$ cat config.mk
export PLATFORM = sky130hd
export DESIGN_NAME = keycode_cmd_decoder_flat
export DESIGN_NICKNAME = d
export VERILOG_FILES = /design/src/rtl/keycode_cmd_decoder_if.sv /design/src/rtl/keycode_cmd_decoder.sv /design/src/flat_wrapper.sv
export SDC_FILE = /design/constraint.sdc
export NUM_CORES = 1
export LEC_CHECK = 0
export ABC_AREA = 1
export BUFFER_PORTS_ARGS = -buffer_cell sky130_fd_sc_hd__buf_2
export CORE_AREA = 2 2 69 71
export CTS_CLUSTER_DIAMETER = 30
export DETAILED_ROUTE_END_ITERATION = 12
export DIE_AREA = 0 0 71 73
export PLACE_DENSITY_LB_ADDON = 0.15
export SETUP_SLACK_MARGIN = 0.02
export SLEW_MARGIN = 5
export SYNTH_ARGS = -nofsm -noshare
export SYNTH_HDL_FRONTEND = slang
export SYNTH_SLANG_ARGS = --single-unit
$ cat constraint.sdc
create_clock -name MAX10_CLK1_50 -period 3.95 [get_ports MAX10_CLK1_50]
set_input_delay 0.395 -clock MAX10_CLK1_50 [delete_from_list [all_inputs] [get_ports MAX10_CLK1_50]]
set_output_delay 0.395 -clock MAX10_CLK1_50 [all_outputs]
set_load 0.03 [all_outputs]
$ cat src/rtl/keycode_cmd_decoder_if.sv
// Command event handshake between keycode_cmd_decoder and the game logic.
// The master drives one queued event (code + auto-repeat flag) and the slave
// accepts it with cmd_ready.
interface keycode_cmd_decoder_if;
    logic       cmd_valid;
    logic       cmd_ready;
    logic [2:0] cmd_code;
    logic       cmd_repeat;

    modport master (output cmd_valid, output cmd_code, output cmd_repeat, input cmd_ready);
    modport slave  (input cmd_valid, input cmd_code, input cmd_repeat, output cmd_ready);
endinterface

$ cat src/rtl/keycode_cmd_decoder.sv
// Keycode-to-command decoder: registers the raw HID keycode, maps it to a
// game command, debounces it, and queues one event per press (plus optional
// auto-repeat events) in a small FIFO towards the game logic.
// Optional feature macro: KEYCODE_AUTOREPEAT_EN (auto-repeat FSM and counter).
//
// state       | meaning
// IDLE        | no repeatable key held, no repeat events pending
// HELD_DELAY  | repeatable key committed, waiting for the first repeat
// HELD_REPEAT | emitting repeat events every REPEAT_PERIOD cycles
module keycode_cmd_decoder #(
    parameter int STABLE_CYCLES = 50000,
    parameter int REPEAT_DELAY  = 25000000,
    parameter int REPEAT_PERIOD = 5000000,
    parameter int FIFO_DEPTH    = 4
) (
    input  logic                          MAX10_CLK1_50,
    input  logic                          Reset_h,
    input  logic [7:0]                    keycode,
    keycode_cmd_decoder_if.master         cmd,
    output logic [2:0]                    key_held,
    output logic                          overflow,
    output logic [$clog2(FIFO_DEPTH):0]   fifo_count
);
    localparam int PW = $clog2(FIFO_DEPTH);
    localparam int CW = PW + 1;
    localparam int SW = (STABLE_CYCLES > 2) ? $clog2(STABLE_CYCLES) : 1;
    localparam logic [SW-1:0] S_LAST = SW'(STABLE_CYCLES - 1);
    localparam logic [2:0] CMD_PAUSE   = 3'd6;
    localparam logic [2:0] CMD_RESTART = 3'd7;

    function automatic logic [2:0] map_key(input logic [7:0] k);
        case (k)
            8'h1A:   map_key = 3'd1;
            8'h16:   map_key = 3'd2;
            8'h04:   map_key = 3'd3;
            8'h07:   map_key = 3'd4;
            8'h2C:   map_key = 3'd5;
            8'h13:   map_key = 3'd6;
            8'h15:   map_key = 3'd7;
            default: map_key = 3'd0;
        endcase
    endfunction

    logic [7:0]    key_r;
    logic [2:0]    key_map;
    logic [2:0]    cand;
    logic [SW-1:0] stab_cnt;
    logic          commit;

    logic          ev_valid;
    logic [2:0]    ev_code;

    logic [2:0]    mem_code [FIFO_DEPTH];
    logic [PW-1:0] wr_ptr;
    logic [PW-1:0] rd_ptr;
    logic          empty;
    logic          full;
    logic          push;
    logic          pop;

    assign key_map = map_key(key_r);
    // Commit needs the candidate stable for the full window and still matching now.
    assign commit  = (stab_cnt == S_LAST) && (key_map == cand) && (cand != key_held);

    // Input register and debounce candidate/stability counter.
    always_ff @(posedge MAX10_CLK1_50 or posedge Reset_h) begin
        if (Reset_h) begin
            key_r    <= 8'h00;
            cand     <= 3'd0;
            stab_cnt <= '0;
        end else begin
            key_r <= keycode;
            if (key_map != cand) begin
                cand     <= key_map;
                stab_cnt <= '0;
            end else if (stab_cnt != S_LAST) begin
                stab_cnt <= stab_cnt + 1'b1;
            end
        end
    end

`ifdef KEYCODE_AUTOREPEAT_EN
    localparam int RMAX = (REPEAT_DELAY > REPEAT_PERIOD) ? REPEAT_DELAY : REPEAT_PERIOD;
    localparam int RW   = (RMAX > 2) ? $clog2(RMAX) : 1;
    localparam logic [RW-1:0] D_LAST = RW'(REPEAT_DELAY - 1);
    localparam logic [RW-1:0] P_LAST = RW'(REPEAT_PERIOD - 1);

    typedef enum logic [1:0] {IDLE, HELD_DELAY, HELD_REPEAT} rpt_state_t;
    rpt_state_t    state;
    logic [RW-1:0] rpt_cnt;
    logic          ev_repeat;
    logic          mem_rep [FIFO_DEPTH];

    // Commit handling, press events and the auto-repeat FSM; a commit always wins.
    always_ff @(posedge MAX10_CLK1_50 or posedge Reset_h) begin
        if (Reset_h) begin
            key_held  <= 3'd0;
            ev_valid  <= 1'b0;
            ev_code   <= 3'd0;
            ev_repeat <= 1'b0;
            state     <= IDLE;
            rpt_cnt   <= '0;
        end else begin
            ev_valid  <= 1'b0;
            ev_repeat <= 1'b0;
            if (commit) begin
                key_held <= cand;
                ev_valid <= (cand != 3'd0);
                ev_code  <= cand;
                rpt_cnt  <= '0;
                if (cand == 3'd0 || cand == CMD_PAUSE || cand == CMD_RESTART)
                    state <= IDLE;
                else
                    state <= HELD_DELAY;
            end else begin
                case (state)
                    HELD_DELAY: begin
                        if (rpt_cnt == D_LAST) begin
                            ev_valid  <= 1'b1;
                            ev_code   <= key_held;
                            ev_repeat <= 1'b1;
                            rpt_cnt   <= '0;
                            state     <= HELD_REPEAT;
                        end else begin
                            rpt_cnt <= rpt_cnt + 1'b1;
                        end
                    end
                    HELD_REPEAT: begin
                        if (rpt_cnt == P_LAST) begin
                            ev_valid  <= 1'b1;
                            ev_code   <= key_held;
                            ev_repeat <= 1'b1;
                            rpt_cnt   <= '0;
                        end else begin
                            rpt_cnt <= rpt_cnt + 1'b1;
                        end
                    end
                    default: rpt_cnt <= '0;
                endcase
            end
        end
    end

    // Repeat flag storage alongside the command codes.
    always_ff @(posedge MAX10_CLK1_50 or posedge Reset_h) begin
        if (Reset_h) begin
            for (int i = 0; i < FIFO_DEPTH; i++) mem_rep[i] <= 1'b0;
        end else if (push) begin
            mem_rep[wr_ptr] <= ev_repeat;
        end
    end

    assign cmd.cmd_repeat = empty ? 1'b0 : mem_rep[rd_ptr];
`else
    // Commit handling and press events only; no repeat machinery.
    always_ff @(posedge MAX10_CLK1_50 or posedge Reset_h) begin
        if (Reset_h) begin
            key_held <= 3'd0;
            ev_valid <= 1'b0;
            ev_code  <= 3'd0;
        end else begin
            ev_valid <= 1'b0;
            if (commit) begin
                key_held <= cand;
                ev_valid <= (cand != 3'd0);
                ev_code  <= cand;
            end
        end
    end

    assign cmd.cmd_repeat = 1'b0;
`endif

    assign empty = (fifo_count == '0);
    assign full  = (fifo_count == CW'(FIFO_DEPTH));
    assign pop   = cmd.cmd_valid & cmd.cmd_ready;
    // A pop on the same edge frees the slot, so a full FIFO can still take the event.
    assign push  = ev_valid & (~full | pop);

    // Event FIFO: storage, pointers, occupancy and sticky overflow.
    always_ff @(posedge MAX10_CLK1_50 or posedge Reset_h) begin
        if (Reset_h) begin
            for (int i = 0; i < FIFO_DEPTH; i++) mem_code[i] <= 3'd0;
            wr_ptr     <= '0;
            rd_ptr     <= '0;
            fifo_count <= '0;
            overflow   <= 1'b0;
        end else begin
            if (push) begin
                mem_code[wr_ptr] <= ev_code;
                wr_ptr           <= wr_ptr + 1'b1;
            end
            if (pop)
                rd_ptr <= rd_ptr + 1'b1;
            if (push && !pop)
                fifo_count <= fifo_count + 1'b1;
            else if (pop && !push)
                fifo_count <= fifo_count - 1'b1;
            if (ev_valid && full && !pop)
                overflow <= 1'b1;
        end
    end

    assign cmd.cmd_valid = ~empty;
    assign cmd.cmd_code  = empty ? 3'd0 : mem_code[rd_ptr];
endmodule

$ cat src/flat_wrapper.sv
// flat-port wrapper written by rule: the top's interface ports become plain ports
module keycode_cmd_decoder_flat 
#(
    parameter int STABLE_CYCLES = 50000,
    parameter int REPEAT_DELAY  = 25000000,
    parameter int REPEAT_PERIOD = 5000000,
    parameter int FIFO_DEPTH    = 4
)
  (MAX10_CLK1_50, Reset_h, keycode, key_held, overflow, fifo_count, cmd_cmd_valid, cmd_cmd_code, cmd_cmd_repeat, cmd_cmd_ready);
  keycode_cmd_decoder_if cmd_i ();
  input  logic MAX10_CLK1_50;
  input  logic Reset_h;
  input  logic [7:0] keycode;
  output logic [2:0] key_held;
  output logic overflow;
  output logic [$clog2(FIFO_DEPTH):0] fifo_count;
  output wire logic [$bits(cmd_i.cmd_valid)-1:0] cmd_cmd_valid;
  output wire logic [$bits(cmd_i.cmd_code)-1:0] cmd_cmd_code;
  output wire logic [$bits(cmd_i.cmd_repeat)-1:0] cmd_cmd_repeat;
  input wire logic [$bits(cmd_i.cmd_ready)-1:0] cmd_cmd_ready;
  assign cmd_cmd_valid = cmd_i.cmd_valid;
  assign cmd_cmd_code = cmd_i.cmd_code;
  assign cmd_cmd_repeat = cmd_i.cmd_repeat;
  assign cmd_i.cmd_ready = cmd_cmd_ready;
  keycode_cmd_decoder #(.STABLE_CYCLES(STABLE_CYCLES), .REPEAT_DELAY(REPEAT_DELAY), .REPEAT_PERIOD(REPEAT_PERIOD), .FIFO_DEPTH(FIFO_DEPTH)) u_core (.MAX10_CLK1_50(MAX10_CLK1_50), .Reset_h(Reset_h), .keycode(keycode), .cmd(cmd_i), .key_held(key_held), .overflow(overflow), .fifo_count(fifo_count));
endmodule
* Word level (Yosys, flattened, before mapping)
Cells that the tools add are included.
** Storage, ports and cells
- Register bits :: 51
- Word-level logic and storage cells :: 67
** Operators by class
- Eq/ne operators :: 13
- Reduce and logical (&&, ||, !) cells :: 13
- Magnitude comparators :: 3
- Add/subtract/negate cells :: 5
- Mux-type cells :: 13
- Bitwise gates (word level) :: 7
** Operator list (count)
- 8-bit by 5-bit == test with 1-bit output (second input constant) :: 4
- 16-bit two-way mux :: 2
- 3-bit case mux with 7 select lines :: 1
- 3-bit two-way mux :: 6
- 16-bit by 1-bit adder with 16-bit output (second input constant) :: 1
- 16-bit == test (second input constant) :: 1
- 8-bit by 3-bit == test with 1-bit output (second input constant) :: 2
- 16-bit inequality test (second input constant) :: 1
- 12-bit bitwise mux :: 1
- 8-bit by 6-bit == test with 1-bit output (second input constant) :: 1
- 1-bit logical AND :: 7
- 3-bit binary-select mux with 2-bit select :: 1
- 3-bit demux with 2-bit select :: 1
- 3-bit >= comparator (second input constant) :: 2
- 3-bit inequality test :: 2
- 2-bit NOT with 3-bit output :: 2
- 2-bit by 1-bit adder with 2-bit output (second input constant) :: 2
- 2-bit nonzero test :: 2
- 3-bit by 1-bit adder with 3-bit output (second input constant) :: 1
- 3-bit == test :: 1
- 3-bit == test (second input constant) :: 1
- 3-bit logical NOT :: 1
- 3-bit by 1-bit < comparator with 1-bit output (second input constant) :: 1
- 3-bit nonzero test :: 1
- 6 further kinds :: 9

* Depth between registers and ports, before layout
Gate-level depths: netlist (run 1).
- Depth after elaboration :: 9
- Gate-level depth with buffers :: 12

* Worst setup path after synthesis (run 1)
OpenSTA, ideal clock, no wires.
- Path type :: reg2reg
- Start :: register u_core.fifo_count[0]
- End :: register u_core.fifo_count[2]
- Path slack :: 1486 ps
- Stages on the path, launching flop included :: 13
- Library setup time :: 131 ps
- Data arrival time :: 2333 ps
- Required time :: 3819 ps
- Clock period less this slack :: 2464 ps
- Cell sequence :: dfrtp_1 -> nor2_1 -> nand2_1 -> nand2_1 -> nand3_1 -> nand2_1 -> inv_1 -> ha_1 -> inv_1 -> fa_1 -> a21oi_1 -> o21ai_0 -> xor2_1
** On the way
- Word-level cells in the longest chain between the ends :: 8
- Elaborated cells on any way between the ends :: 16
- Classes of those cells :: add/sub (2); eq/ne (1); mux (2); bitwise (5); reduce/logical (6)
** RTL lines
- start: declaration :: RTL line keycode_cmd_decoder.sv:22 : output logic [$clog2(FIFO_DEPTH):0] fifo_count
- start signal: assignment :: RTL line keycode_cmd_decoder.sv:196 : fifo_count <= fifo_count + 1'b1;
- start signal: assignment :: RTL line keycode_cmd_decoder.sv:198 : fifo_count <= fifo_count - 1'b1;
- 3-bit logical NOT * :: RTL line keycode_cmd_decoder.sv:174 : assign empty = (fifo_count == '0);
- 1-bit NOT * :: RTL line keycode_cmd_decoder.sv:204 : assign cmd.cmd_valid = ~empty;
- named net cmd_cmd_valid :: RTL line flat_wrapper.sv:17 : output wire logic [$bits(cmd_i.cmd_valid)-1:0] cmd_cmd_valid;
- 1-bit bitwise AND * :: RTL line keycode_cmd_decoder.sv:176 : assign pop = cmd.cmd_valid & cmd.cmd_ready;
- 1-bit OR * :: RTL line keycode_cmd_decoder.sv:178 : assign push = ev_valid & (~full | pop);
- 1-bit bitwise AND * :: RTL line keycode_cmd_decoder.sv:178
- named net u_core.push :: RTL line keycode_cmd_decoder.sv:58 : logic push;
- 1-bit logical NOT :: RTL line keycode_cmd_decoder.sv:197 : else if (pop && !push)
- 1-bit logical AND :: RTL line keycode_cmd_decoder.sv:197
- 2-bit nonzero test (no line)
The timed path passes the listed nets; every way through them passes the cells marked *. The select of a mux whose other input is x is not followed.
A chain may end at the register's enable or synchronous reset.

* Worst setup path in the final report (run 1)
- Start :: register u_core.fifo_count[0]
- End :: register u_core.fifo_count[1]
** On the way
- Word-level cells in the longest chain between the ends :: 8
- Elaborated cells on any way between the ends :: 16
- Classes of those cells :: add/sub (2); eq/ne (1); mux (2); bitwise (5); reduce/logical (6)
** RTL lines (RTL line)
- 3-bit logical NOT :: keycode_cmd_decoder.sv:174
- 1-bit NOT :: keycode_cmd_decoder.sv:204
- 1-bit bitwise AND :: keycode_cmd_decoder.sv:176
- 1-bit OR * :: keycode_cmd_decoder.sv:178
- 1-bit bitwise AND * :: keycode_cmd_decoder.sv:178
- named net u_core.push :: keycode_cmd_decoder.sv:58
- 1-bit logical NOT :: keycode_cmd_decoder.sv:197
- 1-bit logical AND :: keycode_cmd_decoder.sv:197
- 2-bit nonzero test (no line)
Marked as above.

==> flow_metrics.env, run 1 <==
export IMPL_run_status="completed"
export IMPL_vias=1925
export IMPL_antenna_violations_before_repair=0
export IMPL_cp_num_cells=10
export IMPL_placeableCoreArea_sq_um=4540
export IMPL_die_height_um=73
export IMPL_initial_core_util_pct=56.1
export IMPL_max_slew_worst_pin_slew_ns=1.04
export IMPL_vias_per_cell=5.03
export IMPL_yosys_warning_count=0
export IMPL_critPathCaptureType="flip-flop"
export IMPL_netlist_instances=303
export IMPL_r2r_slack_ns=1.74
export IMPL_finalCriticalPeriod_ns=2.21
export IMPL_route_detailed_wl_per_inst_um=11.4
export IMPL_utilization_pct=61.9
export IMPL_endpoint="u_core.fifo_count[1]"
export IMPL_drtAntennaViolNets=0
export IMPL_max_clock_freq_mhz=452
export IMPL_num_antenna_cells=0
export IMPL_length_in_cells_of_the_worst_reg_to_reg_path=10
export IMPL_die_width_um=71
export IMPL_setup_viol=0
export IMPL_worstPathArrival_ns=2.41
export IMPL_post_route_cells_drive_above_1_share_pct=17.0
export IMPL_grt_max_degree=52
export IMPL_num_nets_final=346
export IMPL_drt_pass1_iterations=4
export IMPL_power_share_sequential_pct=47.0
export IMPL_share_clk_of_total_power_pct=26.2
export IMPL_cts_clk_slew_worst_paths_ns=0.09
export IMPL_wire_length_of_the_first_global_routing_pass_um=7740
export IMPL_start_kind="flip-flop"
export IMPL_cp_top_family="adder cells"
export IMPL_nFillCells=379
export IMPL_h_tree_depth=2
export IMPL_ys_ff_latch=51
export IMPL_buffer_ports_inserted=21
export IMPL_finalWeightedCongestion=0.778
export IMPL_synth_distinct_cells=28
export IMPL_initialDrtViolationCount=66
export IMPL_grt_setup_unrepaired="no"
export IMPL_cts_hold_buffers=0
export IMPL_design_portCount=23
export IMPL_crit_required_ns=4.15
export IMPL_cp_common_cell="sky130_fd_sc_hd__nand2_1"
export IMPL_cts_sinks=51
export IMPL_global_route_overflow_total=0
export IMPL_syn_num_nets=321
export IMPL_cp_slowest_stage_delay_ns=0.44
export IMPL_power_switching_share_pct=34.7
export IMPL_dpl_cell_count=375
export IMPL_dp_final_hpwl_um=3170
export IMPL_crit_path_start="u_core.fifo_count[0]"
export IMPL_cts_tree="yes"
export IMPL_timing_hold_ws_ns=0.190
export IMPL_fin_crit_sh_pct=55.9
export IMPL_netlist_area_sq_um=2550
export IMPL_worstReg2RegEnd="u_core.fifo_count[1]"
export IMPL_fin_setup_tns_ns=0
export IMPL_cts_max_path_buffers=2
export IMPL_placementRows=25
export IMPL_count_of_max_cap_constraint_violations=0
export IMPL_finalHoldViolCount=0
export IMPL_power_switching_uw=482
export IMPL_drcViolationCount=0
export IMPL_clk_latency_ns=0.31
export IMPL_power_report_internal_total_uw=908
export IMPL_grt_pass1_vias=1845
export IMPL_slowest_stage="sky130_fd_sc_hd__dfrtp_1"
export IMPL_critPathKind="reg -> reg"
export IMPL_root_buffer="sky130_fd_sc_hd__clkbuf_8"
export IMPL_worst_path_buf_inv=2
export IMPL_critical_path_cell_chain="nor2_1, nand2_1, nand2_1, nand3_1, nand2_1, inv_1, ha_1, inv_1, fa_1, mux2_2"
export IMPL_syn_area_per_cell_sq_um=8.40
export IMPL_worstReg2RegStart="u_core.fifo_count[0]"
export IMPL_worst_slew_margin_rel_pct=30.7
export IMPL_buffers_inserted_during_post_cts_setup_optimization=0
export IMPL_timing_clock_skew_ns=0.00842
export IMPL_synth_sequential_area_ratio_pct=50.1
export IMPL_cp_max_fo=7
export IMPL_final_cell_count_no_fill=383
export IMPL_cts_resized=0
export IMPL_report_final_slew_viol_count=0
export IMPL_routed_wl_um=4370
export IMPL_areaGrowthSynthToFinish_pct=10.3
export IMPL_grt_total_usage_pct=18.9
export IMPL_leakage_nw=1.36
export IMPL_floorplan_die_area_sq_um=5180
export IMPL_ir_worst_vdd_mv=0.326
export IMPL_comb_power_share_pct=26.8
export IMPL_cellPowerDensity_nw_per_um2=495
export IMPL_timing_hold_worst_class="in -> reg"
export IMPL_cts_buffers_inserted=5
## routing by layer
layer	vias to the layer above	global-route usage, %	wire length [um]
met3	7	4.56	126
met4	0	6.29	67
met2	29	33.2	2160
met1	882	23.1	2010
li1	1007	-	-
met5	-	0	0
## worst reg2reg max path, stage by stage, from the launching register on
cell and delay (ns):
sky130_fd_sc_hd__dfrtp_1 0.44, sky130_fd_sc_hd__nor2_1 0.15, sky130_fd_sc_hd__nand2_1 0.11, sky130_fd_sc_hd__nand2_1 0.12, sky130_fd_sc_hd__nand3_1 0.11, sky130_fd_sc_hd__nand2_1 0.10
sky130_fd_sc_hd__inv_1 0.10, sky130_fd_sc_hd__ha_1 0.21, sky130_fd_sc_hd__inv_1 0.09, sky130_fd_sc_hd__fa_1 0.41, sky130_fd_sc_hd__mux2_2 0.26
## registers in the layout, summed over array words and instances, names as in the netlist
name	cells
u_core.ev_valid	1
u_core.overflow	1
u_core.wr_ptr	2
u_core.cand	3
u_core.mem_code	12
u_core.stab_cnt	16
u_core.fifo_count	3
u_core.rd_ptr	2
u_core.key_r	8
u_core.key_held	3
## cell usage in the layout, fill, tap and decap left out, types with 4 or more instances in the layout
cell type	instances
sky130_fd_sc_hd__nor2_1	44
sky130_fd_sc_hd__xor2_1	8
sky130_fd_sc_hd__buf_2	21
sky130_fd_sc_hd__nor2_2	14
sky130_fd_sc_hd__nand4_1	8
sky130_fd_sc_hd__nand2_2	4
sky130_fd_sc_hd__xnor2_1	4
sky130_fd_sc_hd__clkbuf_8	5
sky130_fd_sc_hd__ha_1	6
sky130_fd_sc_hd__o21ai_0	21
sky130_fd_sc_hd__nor3_1	7
sky130_fd_sc_hd__nand3_1	11
sky130_fd_sc_hd__dfrtp_1	51
sky130_fd_sc_hd__nand2_1	64
sky130_fd_sc_hd__a21oi_1	8
sky130_fd_sc_hd__inv_1	35
## Yosys cell counts
master | number | area (sq um)
sky130_fd_sc_hd__nand2_1 | 64 | 240
sky130_fd_sc_hd__dfrtp_1 | 51 | 1280
sky130_fd_sc_hd__nor2_1 | 44 | 165
sky130_fd_sc_hd__inv_1 | 36 | 135
sky130_fd_sc_hd__o21ai_0 | 21 | 105
sky130_fd_sc_hd__nor2_2 | 14 | 87.6
sky130_fd_sc_hd__nand3_1 | 11 | 55.1
sky130_fd_sc_hd__a21oi_1 | 8 | 40.0
sky130_fd_sc_hd__nand4_1 | 8 | 50.1
sky130_fd_sc_hd__xor2_1 | 8 | 70.1
sky130_fd_sc_hd__nor3_1 | 7 | 35.0
sky130_fd_sc_hd__ha_1 | 6 | 75.1
sky130_fd_sc_hd__nand2_2 | 4 | 25.0
sky130_fd_sc_hd__xnor2_1 | 4 | 35.0
sky130_fd_sc_hd__nor2_4 | 3 | 33.8
sky130_fd_sc_hd__o22ai_1 | 2 | 12.5
sky130_fd_sc_hd__a21oi_2 | 1 | 8.76
sky130_fd_sc_hd__a31o_2 | 1 | 8.76
sky130_fd_sc_hd__buf_4 | 1 | 7.51
sky130_fd_sc_hd__buf_6 | 1 | 11.3
sky130_fd_sc_hd__clkbuf_1 | 1 | 3.75
sky130_fd_sc_hd__conb_1 | 1 | 3.75
sky130_fd_sc_hd__fa_1 | 1 | 20.0
sky130_fd_sc_hd__mux2_2 | 1 | 11.3
sky130_fd_sc_hd__nor3_2 | 1 | 10.0
sky130_fd_sc_hd__o21bai_1 | 1 | 7.51
sky130_fd_sc_hd__or2_0 | 1 | 6.26
sky130_fd_sc_hd__or2_2 | 1 | 6.26
## logic make-up (layout without fill, tap and decap cells)
| kind of cell | Yosys count | in the layout | synth area share (%) |
|---|---|---|---|
| AO/OA/AOI/OAI | 34 | 34 | 7.17 |
| XOR/XNOR | 12 | 12 | 4.13 |
| adder cells (fa/ha/maj) | 7 | 7 | 3.73 |
| buffers and inverters | 39 | 65 | 6.19 |
| flip-flops | 51 | 51 | 50.1 |
| multiplexers | 1 | 1 | 0.442 |
| other | 1 | 1 | 0.147 |
| AND/OR/NAND/NOR | 158 | 158 | 28.1 |
## power by group through the flow
stage | Clock, mW | Sequential, mW | Combinational (mW)
final | 0.364 | 0.653 | 0.373
after floorplan | 0 | 0.673 | 0.275
after global routing | 0.393 | 0.665 | 0.422
after global placement | 0 | 0.660 | 0.365
after CTS | 0.376 | 0.653 | 0.377
after detailed placement | 0 | 0.663 | 0.376
## worst min-delay path by stage
stage | startpoint | to | slack [ns] | cells after the start
2_1_floorplan | keycode[0] | u_core.key_r[0] | 0.43 | 0
3_3_place_gp | u_core.mem_code[8] | u_core.mem_code[8] | 0.46 | 2
3_5_place_dp | u_core.overflow | u_core.overflow | 0.47 | 1
4_1_cts | keycode[0] | u_core.key_r[0] | 0.18 | 1
5_1_grt | keycode[7] | u_core.key_r[7] | 0.17 | 1
6_report | keycode[0] | u_core.key_r[0] | 0.19 | 1
## cell type report
| class | count | area, sq um | area share (%) |
|---|---|---|---|
| clock inverters | 3 | 43.8 | 1.56 |
| inverters | 36 | 135 | 4.81 |
| well taps | 54 | 67.6 | 2.41 |
| flip-flops and latches | 51 | 1280 | 45.4 |
| clock buffers | 5 | 68.8 | 2.45 |
| multi-input cells | 213 | 1110 | 39.6 |
| repair buffers | 21 | 105 | 3.74 |
## stage by stage
step                power (mW)  setup slack, ns  instance area [sq um]
global route              1.48             1.53                   2810
global placement          1.03             1.80                   2700
CTS                       1.41             1.72                   2810
detailed placement        1.04             1.74                   2700
floorplan                0.948             1.49                   2550
finish                    1.39             1.74                   2810
Power figures use the tool's default switching activity.
==> run 2, diff against run 1 <==
--- a/config.mk
+++ b/config.mk
@@ -7,10 +7,10 @@
 export LEC_CHECK = 0
 export ABC_AREA = 1
 export BUFFER_PORTS_ARGS = -buffer_cell sky130_fd_sc_hd__buf_2
-export CORE_AREA = 2 2 69 71
+export CORE_AREA = 2 2 73 75
 export CTS_CLUSTER_DIAMETER = 30
 export DETAILED_ROUTE_END_ITERATION = 12
-export DIE_AREA = 0 0 71 73
+export DIE_AREA = 0 0 75 77
 export PLACE_DENSITY_LB_ADDON = 0.15
 export SETUP_SLACK_MARGIN = 0.02
 export SLEW_MARGIN = 5
==> constraint.sdc (replaced) <==
create_clock -name MAX10_CLK1_50 -period 2 [get_ports MAX10_CLK1_50]
set_input_delay 0.2 -clock MAX10_CLK1_50 [delete_from_list [all_inputs] [get_ports MAX10_CLK1_50]]
set_output_delay 0.2 -clock MAX10_CLK1_50 [all_outputs]
set_load 0.03 [all_outputs]
==> run 2 against run 1 <==
- worst hold slack lost 0.012 ns
- clock skew grew 0.0059 ns
- via count grew 3.5%
- wire length grew 4.8%
- total power grew 110%
- non-clock buffer count grew 21
- critical path type unchanged
- critical endpoint unchanged
==> flow_metrics.env, run 2 (synthesis results as in run 1) <==
export IMPL_run_status="completed"
export IMPL_layout_cells_most_common_list="sky130_fd_sc_hd__nand2_1, sky130_fd_sc_hd__dfrtp_1, sky130_fd_sc_hd__nor2_1"
export IMPL_critPathCaptureType="flip-flop"
export IMPL_setup_viol=0
export IMPL_die_width_um=75
export IMPL_report_final_slew_viol_count=0
export IMPL_worstPathArrival_ns=2.12
export IMPL_drt_pass1_iterations=4
export IMPL_h_tree_depth=2
export IMPL_finalHoldViolCount=0
export IMPL_setup_ws_ns=0.0819
export IMPL_initial_core_util_pct=51.2
export IMPL_post_route_cells_drive_above_1_share_pct=23.7
export IMPL_critPathKind="reg -> reg"
export IMPL_num_nets_final=367
export IMPL_finalWeightedCongestion=0.844
export IMPL_grt_pass1_vias=1910
export IMPL_r2r_slack_ns=0.08
export IMPL_timing_hold_worst_class="in -> reg"
export IMPL_initialDrtViolationCount=68
export IMPL_design_portCount=23
export IMPL_ir_worst_vdd_mv=0.506
export IMPL_vias_per_cell=4.74
export IMPL_pre_cts_ws_ns=0.0126
export IMPL_cts_tree="yes"
export IMPL_largest_register_ff_count=16
export IMPL_utilization_pct=61.9
export IMPL_cp_max_fo=4
export IMPL_crit_required_ns=2.21
export IMPL_grt_use_met2_pct=31.1
export IMPL_cts_max_path_buffers=2
export IMPL_cts_sinks=51
export IMPL_timing_clock_skew_ns=0.0144
export IMPL_placementRows=26
export IMPL_leakage_nw=1.46
export IMPL_grt_busiest_layer="met2"
export IMPL_start_kind="flip-flop"
export IMPL_finalCriticalPeriod_ns=1.92
export IMPL_areaGrowthSynthToFinish_pct=20.9
export IMPL_root_buffer="sky130_fd_sc_hd__clkbuf_8"
export IMPL_vias=1992
export IMPL_max_flop_register="u_core.stab_cnt"
export IMPL_grt_met3_usage_pct=4.34
export IMPL_antenna_violations_before_repair=0
export IMPL_fin_setup_tns_ns=0
export IMPL_buffer_ports_inserted=21
export IMPL_fin_crit_sh_pct=95.9
export IMPL_drtAntennaViolNets=0
export IMPL_placement_cell_area_sq_um=2800
export IMPL_placeableCoreArea_sq_um=4980
export IMPL_routed_wl_um=4580
export IMPL_cellPowerDensity_nw_per_um2=927
export IMPL_dp_final_hpwl_um=3360
export IMPL_finish_instance_area_sq_um=3080
export IMPL_count_of_max_cap_constraint_violations=0
export IMPL_route_detailed_wl_per_inst_um=10.9
export IMPL_biggestRegsByFlops="u_core.stab_cnt: 16 flops, u_core.mem_code: 12 flops, u_core.key_r: 8 flops"
export IMPL_global_route_overflow_total=0
export IMPL_floorplan_die_area_sq_um=5780
export IMPL_cts_buffers_inserted=5
export IMPL_max_clock_freq_mhz=521
export IMPL_die_height_um=77
export IMPL_wire_length_of_the_first_global_routing_pass_um=8040
export IMPL_clk_latency_ns=0.31
export IMPL_grtUsageMet1_pct=21.4
export IMPL_grt_total_usage_pct=18.0
export IMPL_grt_setup_unrepaired="no"
export IMPL_leading_cell_type_in_the_layout_fill_and_taps_excluded="sky130_fd_sc_hd__nand2_1"
export IMPL_cts_clk_slew_worst_paths_ns=0.10
export IMPL_num_antenna_cells=0
export IMPL_drcViolationCount=0
export IMPL_grt_max_degree=20
run 2: changes by cell type in the layout (fill, tap and decap cells not counted), sizes merged:
cell         delta
buf            +12
bufinv          -1
clkbuf          +1
clkinv          -1
clkinvlp        +1
dlygate4sd3     +9
run 2: worst max-delay path, stage by stage, from the launching register on:
cell and delay, ns:
sky130_fd_sc_hd__dfrtp_2 0.43, sky130_fd_sc_hd__nor2_4 0.14, sky130_fd_sc_hd__nand2_4 0.08, sky130_fd_sc_hd__nand2_4 0.08
sky130_fd_sc_hd__nand3_4 0.07, sky130_fd_sc_hd__nand2_4 0.08, sky130_fd_sc_hd__inv_6 0.04, sky130_fd_sc_hd__ha_4 0.15
sky130_fd_sc_hd__inv_4 0.06, sky130_fd_sc_hd__fa_2 0.41, sky130_fd_sc_hd__mux2_4 0.27
run 2: per-stage QoR:
step,cells,hold slack (ns),power (mW)
after detailed placement,395,0.210,2.15
after floorplan,303,0.231,1.95
after global routing,420,0.203,3.05
after global placement,395,0.208,2.13
after CTS,414,0.168,2.84
final,420,0.178,2.85
run 2: layout make-up:
cell class	count	area, sq um
Fill cell	454	1900
Sequential cell	51	1280
Multi-Input combinational cell	213	1180
Timing Repair Buffer	42	285
Inverter	36	143
Tap cell	70	87.6
Clock buffer	6	82.6
Clock inverter	2	16.3
run 2: routing by layer:
metal  wire length [um]  vias up
li1                   -     1051
met1               2050      909
met2               2330       26
met3                128        6
met4                 68        0
met5                  0        -
run 2: report_power, final:
group | internal [mW] | switching (mW) | total, mW | leakage, nW
Combinational | 0.388 | 0.544 | 0.932 | 0.749
Clock | 0.283 | 0.353 | 0.636 | 0.0474
Sequential | 1.16 | 0.130 | 1.29 | 0.660
Total | 1.83 | 1.03 | 2.85 | 1.46
run 2: worst paths after layout:
kind,startpoint,endpoint,depth (start not counted)
hold / removal,cmd_cmd_ready,u_core.rd_ptr[0],3
hold reg to reg,u_core.mem_code[7],u_core.mem_code[7],2
setup / recovery,u_core.fifo_count[0],u_core.fifo_count[1],10
max in group asynchronous,Reset_h,u_core.stab_cnt[9],4
min in group asynchronous,Reset_h,u_core.mem_code[8],3
setup reg to reg,u_core.fifo_count[0],u_core.fifo_count[1],10
run 2: repair_timing:
action,in CTS,in global routing
endpoints found under the hold margin,24,0
buffers inserted,2,6
gates cloned,0,0
gates resized for setup,0,7
hold buffers,9,0
endpoints found under the setup margin,2,8
pin swaps,1,4
==> run 3, diff against run 2 <==
--- a/config.mk
+++ b/config.mk
@@ -7,10 +7,10 @@
 export LEC_CHECK = 0
 export ABC_AREA = 1
 export BUFFER_PORTS_ARGS = -buffer_cell sky130_fd_sc_hd__buf_2
-export CORE_AREA = 2 2 73 75
+export CORE_AREA = 2 2 79 81
 export CTS_CLUSTER_DIAMETER = 30
 export DETAILED_ROUTE_END_ITERATION = 12
-export DIE_AREA = 0 0 75 77
+export DIE_AREA = 0 0 81 83
 export PLACE_DENSITY_LB_ADDON = 0.15
 export SETUP_SLACK_MARGIN = 0.02
 export SLEW_MARGIN = 5
==> run 3 against run 2 <==
- worst hold slack improved by 0.0094 ns
- die area grew 16%
- sequential power barely moved
- via count decreased by 2.9%
- critical path depth stayed put
- total power decreased by 3.2%
- fmax fell by 1.2%
- critical endpoint unchanged
==> flow_metrics.env, run 3 (synthesis results as in run 1) <==
export IMPL_grt_total_usage_pct=15.6
export IMPL_die_width_um=81
export IMPL_fin_crit_sh_pct=97.1
export IMPL_largest_register_ff_count=16
export IMPL_max_clock_freq_mhz=515
export IMPL_drt_pass1_iterations=4
export IMPL_placement_cell_area_sq_um=2810
export IMPL_report_final_slew_viol_count=0
export IMPL_finish_instance_area_sq_um=3030
export IMPL_cts_max_path_buffers=2
export IMPL_placeableCoreArea_sq_um=5820
export IMPL_finalHoldViolCount=0
export IMPL_hold_start="cmd_cmd_ready"
export IMPL_cellPowerDensity_nw_per_um2=913
export IMPL_drtAntennaViolNets=0
export IMPL_length_in_cells_of_the_worst_reg_to_reg_path=10
export IMPL_clk_latency_ns=0.31
export IMPL_worst_hold_path_endpoint="u_core.rd_ptr[0]"
export IMPL_grt_max_degree=32
export IMPL_timing_hold_ws_ns=0.187
export IMPL_nFillCells=562
export IMPL_routed_wl_um=4580
export IMPL_setup_viol=0
export IMPL_biggestRegsByFlops="u_core.stab_cnt: 16 flops, u_core.mem_code: 12 flops, u_core.key_r: 8 flops"
export IMPL_critPathKind="reg -> reg"
export IMPL_root_buffer="sky130_fd_sc_hd__clkbuf_8"
export IMPL_power_share_sequential_pct=47.0
export IMPL_timing_clock_skew_ns=0.00344
export IMPL_cts_buffers_inserted=5
export IMPL_placementRows=28
export IMPL_cp_max_fo=7
export IMPL_power_report_internal_total_mw=1.76
export IMPL_leakage_nw=1.43
export IMPL_multi_input_comb_area_sq_um=1190
export IMPL_dpl_cell_count=398
export IMPL_wire_length_of_the_first_global_routing_pass_um=8340
export IMPL_power_switching_share_pct=36.3
export IMPL_leading_cell_type_in_the_layout_fill_and_taps_excluded="sky130_fd_sc_hd__nand2_1"
export IMPL_initial_core_util_pct=43.8
export IMPL_floorplan_die_area_sq_um=6720
export IMPL_vias_per_cell=4.64
export IMPL_max_flop_register="u_core.stab_cnt"
export IMPL_final_cell_count_no_fill=417
export IMPL_seqCellArea_sq_um=1280
export IMPL_ir_worst_vdd_mv=0.633
export IMPL_p_total_mw=2.76
export IMPL_drcViolationCount=0
export IMPL_grt_setup_unrepaired="yes"
export IMPL_critPathCaptureType="flip-flop"
export IMPL_num_nets_final=359
export IMPL_cts_tree="yes"
export IMPL_power_switching_mw=1.00
export IMPL_cts_clk_slew_worst_paths_ns=0.09
export IMPL_areaGrowthSynthToFinish_pct=18.8
export IMPL_design_portCount=23
export IMPL_start_kind="flip-flop"
export IMPL_finalWeightedCongestion=0.774
export IMPL_dp_final_hpwl_um=3350
export IMPL_r2r_slack_ns=0.06
export IMPL_holdPathStages=3
export IMPL_worstReg2RegStart="u_core.fifo_count[0]"
export IMPL_vias=1935
export IMPL_worstReg2RegEnd="u_core.fifo_count[1]"
export IMPL_route_detailed_wl_per_inst_um=11.0
export IMPL_post_route_cells_drive_above_1_share_pct=22.2
export IMPL_buffer_ports_inserted=21
export IMPL_finalCriticalPeriod_ns=1.94
export IMPL_timing_hold_worst_class="in -> reg"
export IMPL_die_height_um=83
export IMPL_crit_required_ns=2.20
export IMPL_share_clk_of_total_power_pct=20.9
export IMPL_global_route_overflow_total=0
export IMPL_fin_setup_tns_ns=0
export IMPL_h_tree_depth=2
export IMPL_antenna_violations_before_repair=0
export IMPL_num_antenna_cells=0
export IMPL_initialDrtViolationCount=72
export IMPL_grt_pass1_vias=1911
export IMPL_cts_sinks=51
export IMPL_count_of_max_cap_constraint_violations=0
export IMPL_layout_cells_most_common_list="sky130_fd_sc_hd__nand2_1, sky130_fd_sc_hd__dfrtp_1, sky130_fd_sc_hd__nor2_1"
export IMPL_worstPathArrival_ns=2.14
export IMPL_comb_power_share_pct=32.1
export IMPL_run_status="completed"
==> run 3: cell count changes in the layout (fill, tap and decap cells not counted), sizes merged <==
cell	previous run	this run
clkbuf	6	5
clkinvlp	1	0
buf	33	25
clkinv	1	3
==> run 3: critical path, stage by stage, from the launching register on <==
cell	delay [ns]
sky130_fd_sc_hd__dfrtp_2	0.43
sky130_fd_sc_hd__nor2_4	0.14
sky130_fd_sc_hd__nand2_4	0.08
sky130_fd_sc_hd__nand2_4	0.09
sky130_fd_sc_hd__nand3_4	0.08
sky130_fd_sc_hd__nand2_4	0.09
sky130_fd_sc_hd__inv_6	0.05
sky130_fd_sc_hd__ha_4	0.15
sky130_fd_sc_hd__inv_4	0.06
sky130_fd_sc_hd__fa_2	0.41
sky130_fd_sc_hd__mux2_4	0.27
==> run 3: metrics by stage <==
stage,utilization [%],worst slack (ns)
5_1_grt,52.0,-0.00612
6_report,52.0,0.0581
3_5_place_dp,48.2,0.0242
3_3_place_gp,48.2,0.0617
2_1_floorplan,-,-0.0811
4_1_cts,51.5,0.0349
==> run 3: layout make-up <==
cell class / count / area share [%]
clock buffer: 5 / 2.27
clock inverter: 3 / 0.496
inverter: 36 / 4.71
multi-input combinational: 213 / 39.2
sequential: 51 / 42.3
tap: 75 / 3.10
timing repair buffer: 34 / 7.86
==> run 3: what timing repair did <==
item,4_1_cts,5_1_grt
endpoints found under the hold margin,28,0
gates resized for setup,0,8
pin swaps,1,3
hold buffers,9,0
setup endpoints to repair,1,13
gates cloned,0,0
setup buffers,2,0
==> run 3: metal layers <==
layer  share of wire (%)  global-route usage [%]
met4                 1.5                    5.08
met5                   0                       0
met3                 3.2                    3.59
met1                  49                    20.6
met2                  47                    25.0
==> run 3: power groups by stage <==
stage	Sequential, mW	Clock, mW	Combinational [mW]
2_1_floorplan	1.35	0	0.598
3_5_place_dp	1.32	0	0.827
3_3_place_gp	1.32	0	0.815
4_1_cts	1.30	0.608	0.879
6_report	1.30	0.578	0.887
5_1_grt	1.32	0.658	0.997
==> run 3: worst max-delay path by stage <==
stage                              start  slack (ns)  depth (start not counted)              endpoint
floorplan           u_core.fifo_count[0]       -0.08                         10  u_core.fifo_count[1]
global placement    u_core.fifo_count[1]        0.06                         10  u_core.fifo_count[1]
detailed placement  u_core.fifo_count[1]        0.02                         10  u_core.fifo_count[1]
CTS                 u_core.fifo_count[1]        0.03                         10  u_core.fifo_count[1]
global route        u_core.fifo_count[0]      -0.006                         10  u_core.fifo_count[1]
finish              u_core.fifo_count[0]        0.06                         10  u_core.fifo_count[1]
